**config.mk**
```make
export PLATFORM = sky130hd
export DESIGN_NAME = freq_uart_rx
export DESIGN_NICKNAME = d
export VERILOG_FILES = /design/src/rtl/freq_rx_pkg.sv /design/src/rtl/uart_byte_rx.sv /design/src/rtl/freq_uart_rx.sv
export SDC_FILE = /design/constraint.sdc
export NUM_CORES = 1
export LEC_CHECK = 0
export CORE_MARGIN = 10
export CORE_UTILIZATION = 40
export CTS_BUF_LIST = sky130_fd_sc_hd__clkbuf_8
export CTS_CLUSTER_SIZE = 8
export DETAILED_ROUTE_END_ITERATION = 16
export GPL_TIMING_DRIVEN = 0
export PLACE_DENSITY = 0.64
export SYNTH_ARGS = -nofsm -noshare
export SYNTH_HDL_FRONTEND = slang
export SYNTH_SLANG_ARGS = --single-unit
```
**constraint.sdc**
```tcl
create_clock -name clk -period 5.8 [get_ports clk]
set_input_delay 1.16 -clock clk [delete_from_list [all_inputs] [get_ports clk]]
set_output_delay 1.16 -clock clk [all_outputs]
set_load 0.01 [all_outputs]
```
**src/rtl/freq_rx_pkg.sv**
```systemverilog
// Shared constants and state encodings for the frequency-word UART receiver.
// FREQ_RX_PARITY_EN adds the PARITY byte state (8E1 framing).
package freq_rx_pkg;
  localparam int OVS         = 16;
  localparam int MID_TICK    = 7;
  localparam int HI_MARK_BIT = 7;
  localparam int PAYLOAD_W   = 6;

  typedef logic [2:0] byte_state_t;
  localparam byte_state_t ST_IDLE  = 3'd0;
  localparam byte_state_t ST_START = 3'd1;
  localparam byte_state_t ST_DATA  = 3'd2;
  localparam byte_state_t ST_STOP  = 3'd3;
  localparam byte_state_t ST_BREAK = 3'd4;
`ifdef FREQ_RX_PARITY_EN
  localparam byte_state_t ST_PARITY = 3'd5;
`endif

  typedef logic word_state_t;
  localparam word_state_t WAIT_HI = 1'b0;
  localparam word_state_t WAIT_LO = 1'b1;

  // Rounded clocks per oversample tick.
  function automatic int ovs_div(input int clk_hz, input int baud);
    return (clk_hz + baud * (OVS / 2)) / (baud * OVS);
  endfunction
endpackage

```
**src/rtl/uart_byte_rx.sv**
```systemverilog
// Synchronizer, 16x tick generator and byte framing FSM.
// FREQ_RX_PARITY_EN inserts an even-parity bit between bit7 and stop.
module uart_byte_rx
  import freq_rx_pkg::*;
#(
  parameter int CLK_HZ = 100000000,
  parameter int BAUD   = 9600
) (
  input  logic       clk,
  input  logic       rst,
  input  logic       i_rx,
  output logic [7:0] o_byte,
  output logic       o_byte_valid,
  output logic       o_frame_err
);
  localparam int DIV   = ovs_div(CLK_HZ, BAUD);
  localparam int DIV_W = (DIV > 1) ? $clog2(DIV) : 1;
  localparam logic [DIV_W-1:0] DIV_LAST = DIV_W'(DIV - 1);
  localparam logic [3:0] MID_LAST = 4'(MID_TICK);
  localparam logic [3:0] OVS_LAST = 4'(OVS - 1);
`ifdef FREQ_RX_PARITY_EN
  localparam byte_state_t AFTER_DATA = ST_PARITY;
`else
  localparam byte_state_t AFTER_DATA = ST_STOP;
`endif

  logic [1:0]       r_sync;
  logic [DIV_W-1:0] r_tick_cnt;
  logic             w_tick;
  logic             w_rx;
  logic             w_discard;
  byte_state_t      r_state;
  logic [3:0]       r_ovs_cnt;
  logic [2:0]       r_bit_cnt;
  logic [7:0]       r_shift;
  logic             r_byte_valid;
  logic             r_frame_err;

  assign w_rx   = r_sync[1];
  assign w_tick = (r_tick_cnt == '0);

  always_ff @(posedge clk or posedge rst) begin
    if (rst) begin
      r_sync     <= 2'b11;
      r_tick_cnt <= '0;
    end else begin
      r_sync     <= {r_sync[0], i_rx};
      r_tick_cnt <= w_tick ? DIV_LAST : r_tick_cnt - 1'b1;
    end
  end

`ifdef FREQ_RX_PARITY_EN
  // A parity miss already pulsed frame_err; the stop bit is only consumed.
  logic r_par_err;
  assign w_discard = r_par_err;
`else
  assign w_discard = 1'b0;
`endif

  always_ff @(posedge clk or posedge rst) begin
    if (rst) begin
      r_state      <= ST_IDLE;
      r_ovs_cnt    <= '0;
      r_bit_cnt    <= '0;
      r_shift      <= '0;
      r_byte_valid <= 1'b0;
      r_frame_err  <= 1'b0;
`ifdef FREQ_RX_PARITY_EN
      r_par_err    <= 1'b0;
`endif
    end else begin
      r_byte_valid <= 1'b0;
      r_frame_err  <= 1'b0;
      case (r_state)
        ST_IDLE: begin
          if (!w_rx) begin
            r_state   <= ST_START;
            r_ovs_cnt <= '0;
          end
        end
        ST_START: begin
          if (w_tick) begin
            if (r_ovs_cnt == MID_LAST) begin
              r_ovs_cnt <= '0;
              r_bit_cnt <= '0;
              r_state   <= w_rx ? ST_IDLE : ST_DATA;
            end else begin
              r_ovs_cnt <= r_ovs_cnt + 4'd1;
            end
          end
        end
        ST_DATA: begin
          if (w_tick) begin
            if (r_ovs_cnt == OVS_LAST) begin
              r_ovs_cnt <= '0;
              r_shift   <= {w_rx, r_shift[7:1]};
              if (r_bit_cnt == 3'd7) r_state <= AFTER_DATA;
              else r_bit_cnt <= r_bit_cnt + 3'd1;
            end else begin
              r_ovs_cnt <= r_ovs_cnt + 4'd1;
            end
          end
        end
`ifdef FREQ_RX_PARITY_EN
        ST_PARITY: begin
          if (w_tick) begin
            if (r_ovs_cnt == OVS_LAST) begin
              r_ovs_cnt   <= '0;
              r_par_err   <= ^{r_shift, w_rx};
              r_frame_err <= ^{r_shift, w_rx};
              r_state     <= ST_STOP;
            end else begin
              r_ovs_cnt <= r_ovs_cnt + 4'd1;
            end
          end
        end
`endif
        ST_STOP: begin
          if (w_tick) begin
            if (r_ovs_cnt == OVS_LAST) begin
              r_ovs_cnt <= '0;
              if (w_discard) begin
                r_state <= ST_IDLE;
              end else if (w_rx) begin
                r_byte_valid <= 1'b1;
                r_state      <= ST_IDLE;
              end else begin
                r_frame_err <= 1'b1;
                r_state     <= ST_BREAK;
              end
            end else begin
              r_ovs_cnt <= r_ovs_cnt + 4'd1;
            end
          end
        end
        ST_BREAK: begin
          if (w_rx) r_state <= ST_IDLE;
        end
        default: r_state <= ST_IDLE;
      endcase
    end
  end

  assign o_byte       = r_shift;
  assign o_byte_valid = r_byte_valid;
  assign o_frame_err  = r_frame_err;
endmodule

```
**src/rtl/freq_uart_rx.sv**
```systemverilog
// Assembles 12-bit frequency words from high/low UART byte pairs.
// Define FREQ_RX_PARITY_EN for even-parity framing in uart_byte_rx.
module freq_uart_rx
  import freq_rx_pkg::*;
#(
  parameter int CLK_HZ = 100000000,
  parameter int BAUD   = 9600
) (
  input  logic        clk,
  input  logic        rst,
  input  logic        rx,
  output logic [11:0] data_receive,
  output logic        data_valid,
  output logic        frame_err
);
  logic [7:0]           w_byte;
  logic                 w_byte_valid;
  logic                 w_frame_err;
  logic                 w_unused_bit6;
  word_state_t          r_wstate;
  logic [PAYLOAD_W-1:0] r_hi;
  logic [PAYLOAD_W-1:0] r_lo;
  logic                 r_load;

  uart_byte_rx #(
    .CLK_HZ(CLK_HZ),
    .BAUD  (BAUD)
  ) u_byte_rx (
    .clk         (clk),
    .rst         (rst),
    .i_rx        (rx),
    .o_byte      (w_byte),
    .o_byte_valid(w_byte_valid),
    .o_frame_err (w_frame_err)
  );

  assign frame_err     = w_frame_err;
  assign w_unused_bit6 = w_byte[6];

  // The low byte is staged one cycle before the output word loads.
  always_ff @(posedge clk or posedge rst) begin
    if (rst) begin
      r_wstate     <= WAIT_HI;
      r_hi         <= '0;
      r_lo         <= '0;
      r_load       <= 1'b0;
      data_receive <= '0;
      data_valid   <= 1'b0;
    end else begin
      r_load     <= 1'b0;
      data_valid <= r_load;
      if (r_load) data_receive <= {r_hi, r_lo};
      if (w_frame_err) begin
        r_wstate <= WAIT_HI;
      end else if (w_byte_valid) begin
        if (w_byte[HI_MARK_BIT]) begin
          r_hi     <= w_byte[PAYLOAD_W-1:0];
          r_wstate <= WAIT_LO;
        end else if (r_wstate == WAIT_LO) begin
          r_lo     <= w_byte[PAYLOAD_W-1:0];
          r_load   <= 1'b1;
          r_wstate <= WAIT_HI;
        end
      end
    end
  end
endmodule
```
# Word level (Yosys, flattened, before mapping)
# Index checks and enable logic that the tools add are counted.
# Widths: inputs -> output; s select.
# totals
out_inout_bits	14
reg_bits	59
in_bits	3
wordCells	89
# classes
n_mux	40
addsub	3
n_eq_ne	18
n_reduce_logical	12
bitwise	2
# ops
cell	count
$mux 3	15
$mux 4	5
$ne 2x1->1 const B	9
$mux 1	15
$pmux 3 s5	1
$pmux 4 s3	1
$logic_not 10->1	1
$mux 10	1
$sub 10x1->10 const B	1
$reduce_and 9->1	1
$reduce_and 4->1	2
$eq 3x2->1 const B	2
$eq 3x3->1 const B	2
$pmux 3 s2	1
$reduce_and 3->1	2
$reduce_and 6->1	1
$add 4x1->4 const B	1
$eq 4x3->1 const B	1
$eq 4x4->1 const B	1
$ne 2x2->1 const B	2
$reduce_bool 2->1	2
$add 3x1->3 const B	1
$eq 3x1->1 const B	1
$logic_not 3->1	1
4 further kinds	5

# Logic depth before layout (Yosys ltp)
# logic_depth
word_depth	5
mapped_depth	7
depth_no_buf	6

# Cells and area by module
# A second synthesis with hierarchy kept.
# hier_totals
hier_cells	210
hier_area_um2	2622.5
# by_module_without_submodules
mod	area_each_um2	cells_each	instances
uart_byte_rx	1584.0	152	1
freq_uart_rx	1038.5	58	1

# Worst setup path before layout
# No wires, ideal clock.
# synth_timing
path_type	flip-flop to flip-flop
startpoint	register u_byte_rx.r_tick_cnt[0]
endpoint	register u_byte_rx.r_ovs_cnt[0]
synth_period_minus_slack_ns	2.212
path_buffers	1
setup_time_ns	0.125
setup_slack_ns	3.588
path_stages_with_launch	8
required_time_ns	5.675
arrival_time_ns	2.087
cell_sequence	dfrtp_1 -> inv_1 -> ha_1 -> or3b_1 -> clkbuf_4 -> or4b_4 -> and2_4 -> mux2_4
# synth_via
elab_chain_cells	3
# synth_lines
element	line_no	rtl
start: declaration	uart_byte_rx.sv:28	logic [DIV_W-1:0] r_tick_cnt;
start signal: assignment	uart_byte_rx.sv:48	r_tick_cnt <= w_tick ? DIV_LAST : r_tick_cnt - 1'b1;
$logic_not 10->1 (*)	uart_byte_rx.sv:40	assign w_tick = (r_tick_cnt == '0);
$ne 2x1->1 (no source line)	--	
$reduce_and 4->1 (no source line) (*)	--	
end signal: assignment	uart_byte_rx.sv:88	r_ovs_cnt <= r_ovs_cnt + 4'd1;
end signal: assignment	uart_byte_rx.sv:100	r_ovs_cnt <= r_ovs_cnt + 4'd1;
end signal: assignment	uart_byte_rx.sv:132	r_ovs_cnt <= r_ovs_cnt + 4'd1;
end: declaration	uart_byte_rx.sv:33	logic [3:0] r_ovs_cnt;
# Mark *: on every way between the ends. The rest lies on a longest branch, timed or not.
# A chain may end at the register's enable or synchronous reset.

# Worst setup path after layout
# layout_timing
startpoint	register u_byte_rx.r_frame_err, in the netlist u_byte_rx.o_frame_err
endpoint	output frame_err
# layout_rtl
element	line_no	rtl
start: declaration	uart_byte_rx.sv:37	logic r_frame_err;
start signal: assignment	uart_byte_rx.sv:67	r_frame_err <= 1'b0;
start signal: assignment	uart_byte_rx.sv:73	r_frame_err <= 1'b0;
start signal: assignment	uart_byte_rx.sv:128	r_frame_err <= 1'b1;
end: declaration	freq_uart_rx.sv:14	output logic frame_err
# No word-level cell between the ends.

==> impl_metrics.yaml <==
timing:
  clock_skew_ps: 10.9
  fmax_mhz: 411
  fin_crit_sh_pct: 41.9
  worst_slew_pin_slew_ps: 661
  hold_viol: 0
  setup-tns-final_ps: 0
  slew_headroom_pct: 55.6
  fin_crit_ps: 2430
  setup_viol: 0
  slew_violations: 0
  rsz0062_at_grt: "false"
floorplan:
  pin_count: 17
  start_util_pct: 42.0
  die_w_microns: 99.6
  die_y_microns: 99.6
  coreArea_sq_um: 6030
  std_cell_rows: 28
  design.die.area_sq_um: 9910
clock_network:
  ctsResizeCount: 0
  hold_buffers: 0
  clock_path_buffers: 2
  clkSinkCount: 59
  cts-root-buf: "clkbuf_8"
  cts-buffers-inserted: 9
  clkTransAtPathRegs_ps: 70
  htreeDepth: 3
  cts_tree: "done"
  post_cts.repair.setup_buffers: 0
  clk_latency_ps: 340
setup_path:
  end_kind: "output port"
  crit_path_start_kind: "flop"
  required_ps: 4640
  slowest_delay_ps: 560
  crit_chain: "clkdlybuf4s50_1"
  cp.arrival_ps: 1270
  crit_type: "reg2out"
  crit_path_max_fanout: 4
  crit_buf_inv: 1
  slowest_stage: "clkdlybuf4s50_1"
  cp_top_family: "buffers and inverters"
hold_path:
  hp-class: "reg2reg"
drt:
  drt_iter0_markers: 31
  drtPass1Iterations: 4
  viasPerCell: 5.16
  wl_per_cell_microns: 13.7
  finalWirelength_mm: 4.13
  ant_nets: 0
  vias: 1558
  drc: 0
synthesis:
  syn_nets: 201
  ys_ff_latch: 59
  yosys.area.top_type: "dfrtp_1"
  synthCells: 194
  ys.flop_type: "dfrtp_1"
  synth_area_leaders: "dfrtp_1, mux2_2, dfstp_2"
  synth_top_area_share_pct: 56.3
  syn-mean-instance-area_sq_um: 13.1
  yosys.cell_types.count: 46
  yosys_warnings: 0
  synth_edf_count: 0
  async_flop_share_pct: 100
  syn-cell-area_sq_um: 2530
  synth-seq-area-share_pct: 58.4
placed_design:
  io_buffers: 16
  place_area_sq_um: 2810
  dp_hpwl_mm: 2.99
  place_congestion: 0.798
global_routing:
  grt_pass1_wl_mm: 7.48
  grt_busiest_layer: "met2"
  grt_use_met1_pct: 11.1
  grt_max_degree: 32
  grt_usage_pct: 9.33
  met3_usage_pct: 3.88
  grt_pass1_vias: 1551
  use_met2_pct: 13.6
  antenna_found_initial: 0
  grt_overflow: 0
status:
  run_status: "finished, final reports clean"
finish:
  diodes: 0
  nNetsFinal: 229
  multi_input_area_sq_um: 997
  seqCellArea_sq_um: 1480
  syn2layout_area_growth_pct: 19.6
  layout-drive-gt1-share_pct: 29.1
  num-fill-cells: 538
  stdcell_area_sq_um: 3030
power:
  irDropWorstVdd_v: 0.000217
  powerDensity_nw_per_um2: 276
  leakage_uw: 0.00141
job:
  maxCapViolCount: 0
-- kinds of logic after synthesis --
kind of cell | Yosys count | share of synthesized area (%)
simple gates | 58 | 14.0
xor+xnor | 4 | 1.38
buf+inv | 12 | 2.22
compound gates | 20 | 5.53
fa+ha+maj | 4 | 1.98
mux | 37 | 16.5
flops | 59 | 58.4
-- worst register-to-register path, delay by kind of cell (launching register included) --
kind / cells / cell delay (ps)
fa+ha+maj: 1 / 170
buf+inv: 2 / 240
flops: 1 / 400
mux: 1 / 290
simple gates: 3 / 1100
-- cells in the final DEF, fill, tap and decap left out, types with 3 or more instances in the layout --
| master | synthesis | final |
|---|---|---|
| a21oi_1 | 3 | 3 |
| clkbuf_1 | 3 | 3 |
| clkbuf_8 | 0 | 9 |
| clkdlybuf4s50_1 | 0 | 16 |
| dfrtp_1 | 57 | 57 |
| ha_1 | 4 | 4 |
| inv_1 | 6 | 5 |
| mux2_2 | 34 | 34 |
| nand2_1 | 12 | 12 |
| nand3_1 | 8 | 8 |
| nor2_1 | 9 | 9 |
| nor3_1 | 7 | 7 |
| o21ai_0 | 5 | 5 |
-- through the flow --
stage	utilization [%]	setup WS [ps]	hold slack, ps	std cells	total power, uW
6_report	50.3	3370	356	302	836
3_5_place_dp	46.6	3470	347	286	433
4_1_cts	50.3	3330	357	302	851
2_1_floorplan	-	3190	345	194	427
3_3_place_gp	46.2	2100	346	285	431
5_1_grt	50.3	3310	367	302	873
-- layout make-up --
cell class,count,area share (%)
buffer,6,1.12
clock buffer,9,4.09
clock inverter,7,3.26
inverter,6,0.743
multi-input combinational,123,32.9
sequential,59,48.8
tap,75,3.10
timing repair buffer,17,5.95
-- where the power goes --
| part | switching [uW] | internal, uW |
|---|---|---|
| registers | 0.619 | 413 |
| clock network | 168 | 244 |
| logic | 8.07 | 2.65 |
-- per-layer routing --
metal,routed length [microns],vias to the layer above
li1,-,756
met1,1900,770
met2,1920,23
met3,192,9
met4,111,0
met5,0,-
-- sequential cells by signal, indices dropped and copies added, names as in the netlist, 2 cells and up --
| name | count |
|---|---|
| u_byte_rx.r_ovs_cnt | 4 |
| u_byte_rx.r_sync | 2 |
| u_byte_rx.o_byte | 8 |
| r_hi | 6 |
| u_byte_rx.r_bit_cnt | 3 |
| u_byte_rx.r_state | 3 |
| r_lo | 6 |
| data_receive | 12 |
| u_byte_rx.r_tick_cnt | 10 |
-- cell usage after synthesis (3+ instances only) --
master    count
nor3_1        7
ha_1          4
clkbuf_1      3
nor2_1        9
nand2_1      12
a21oi_1       3
dfrtp_1      57
mux2_2       34
inv_1         6
nand3_1       8
o21ai_0       5
-- path summary, 6_finish.rpt --
check	startpoint	to	slack, ps	depth (start not counted)
min in group asynchronous	rst	data_receive[8]$_DFFE_PP0P_	1220	2
hold reg to reg	u_byte_rx.r_sync[0]$_DFF_PP1_	u_byte_rx.r_sync[1]$_DFF_PP1_	360	0
hold / removal	u_byte_rx.r_sync[0]$_DFF_PP1_	u_byte_rx.r_sync[1]$_DFF_PP1_	360	0
max in group asynchronous	rst	u_byte_rx.r_sync[1]$_DFF_PP1_	3920	3
setup reg to reg	u_byte_rx.r_tick_cnt[0]$_DFF_PP0_	u_byte_rx.r_ovs_cnt[0]$_DFFE_PP0P_	3480	7
setup / recovery	u_byte_rx.o_frame_err$_DFF_PP0_	frame_err	3370	1
Note: power is estimated with default switching activity, not from simulation.
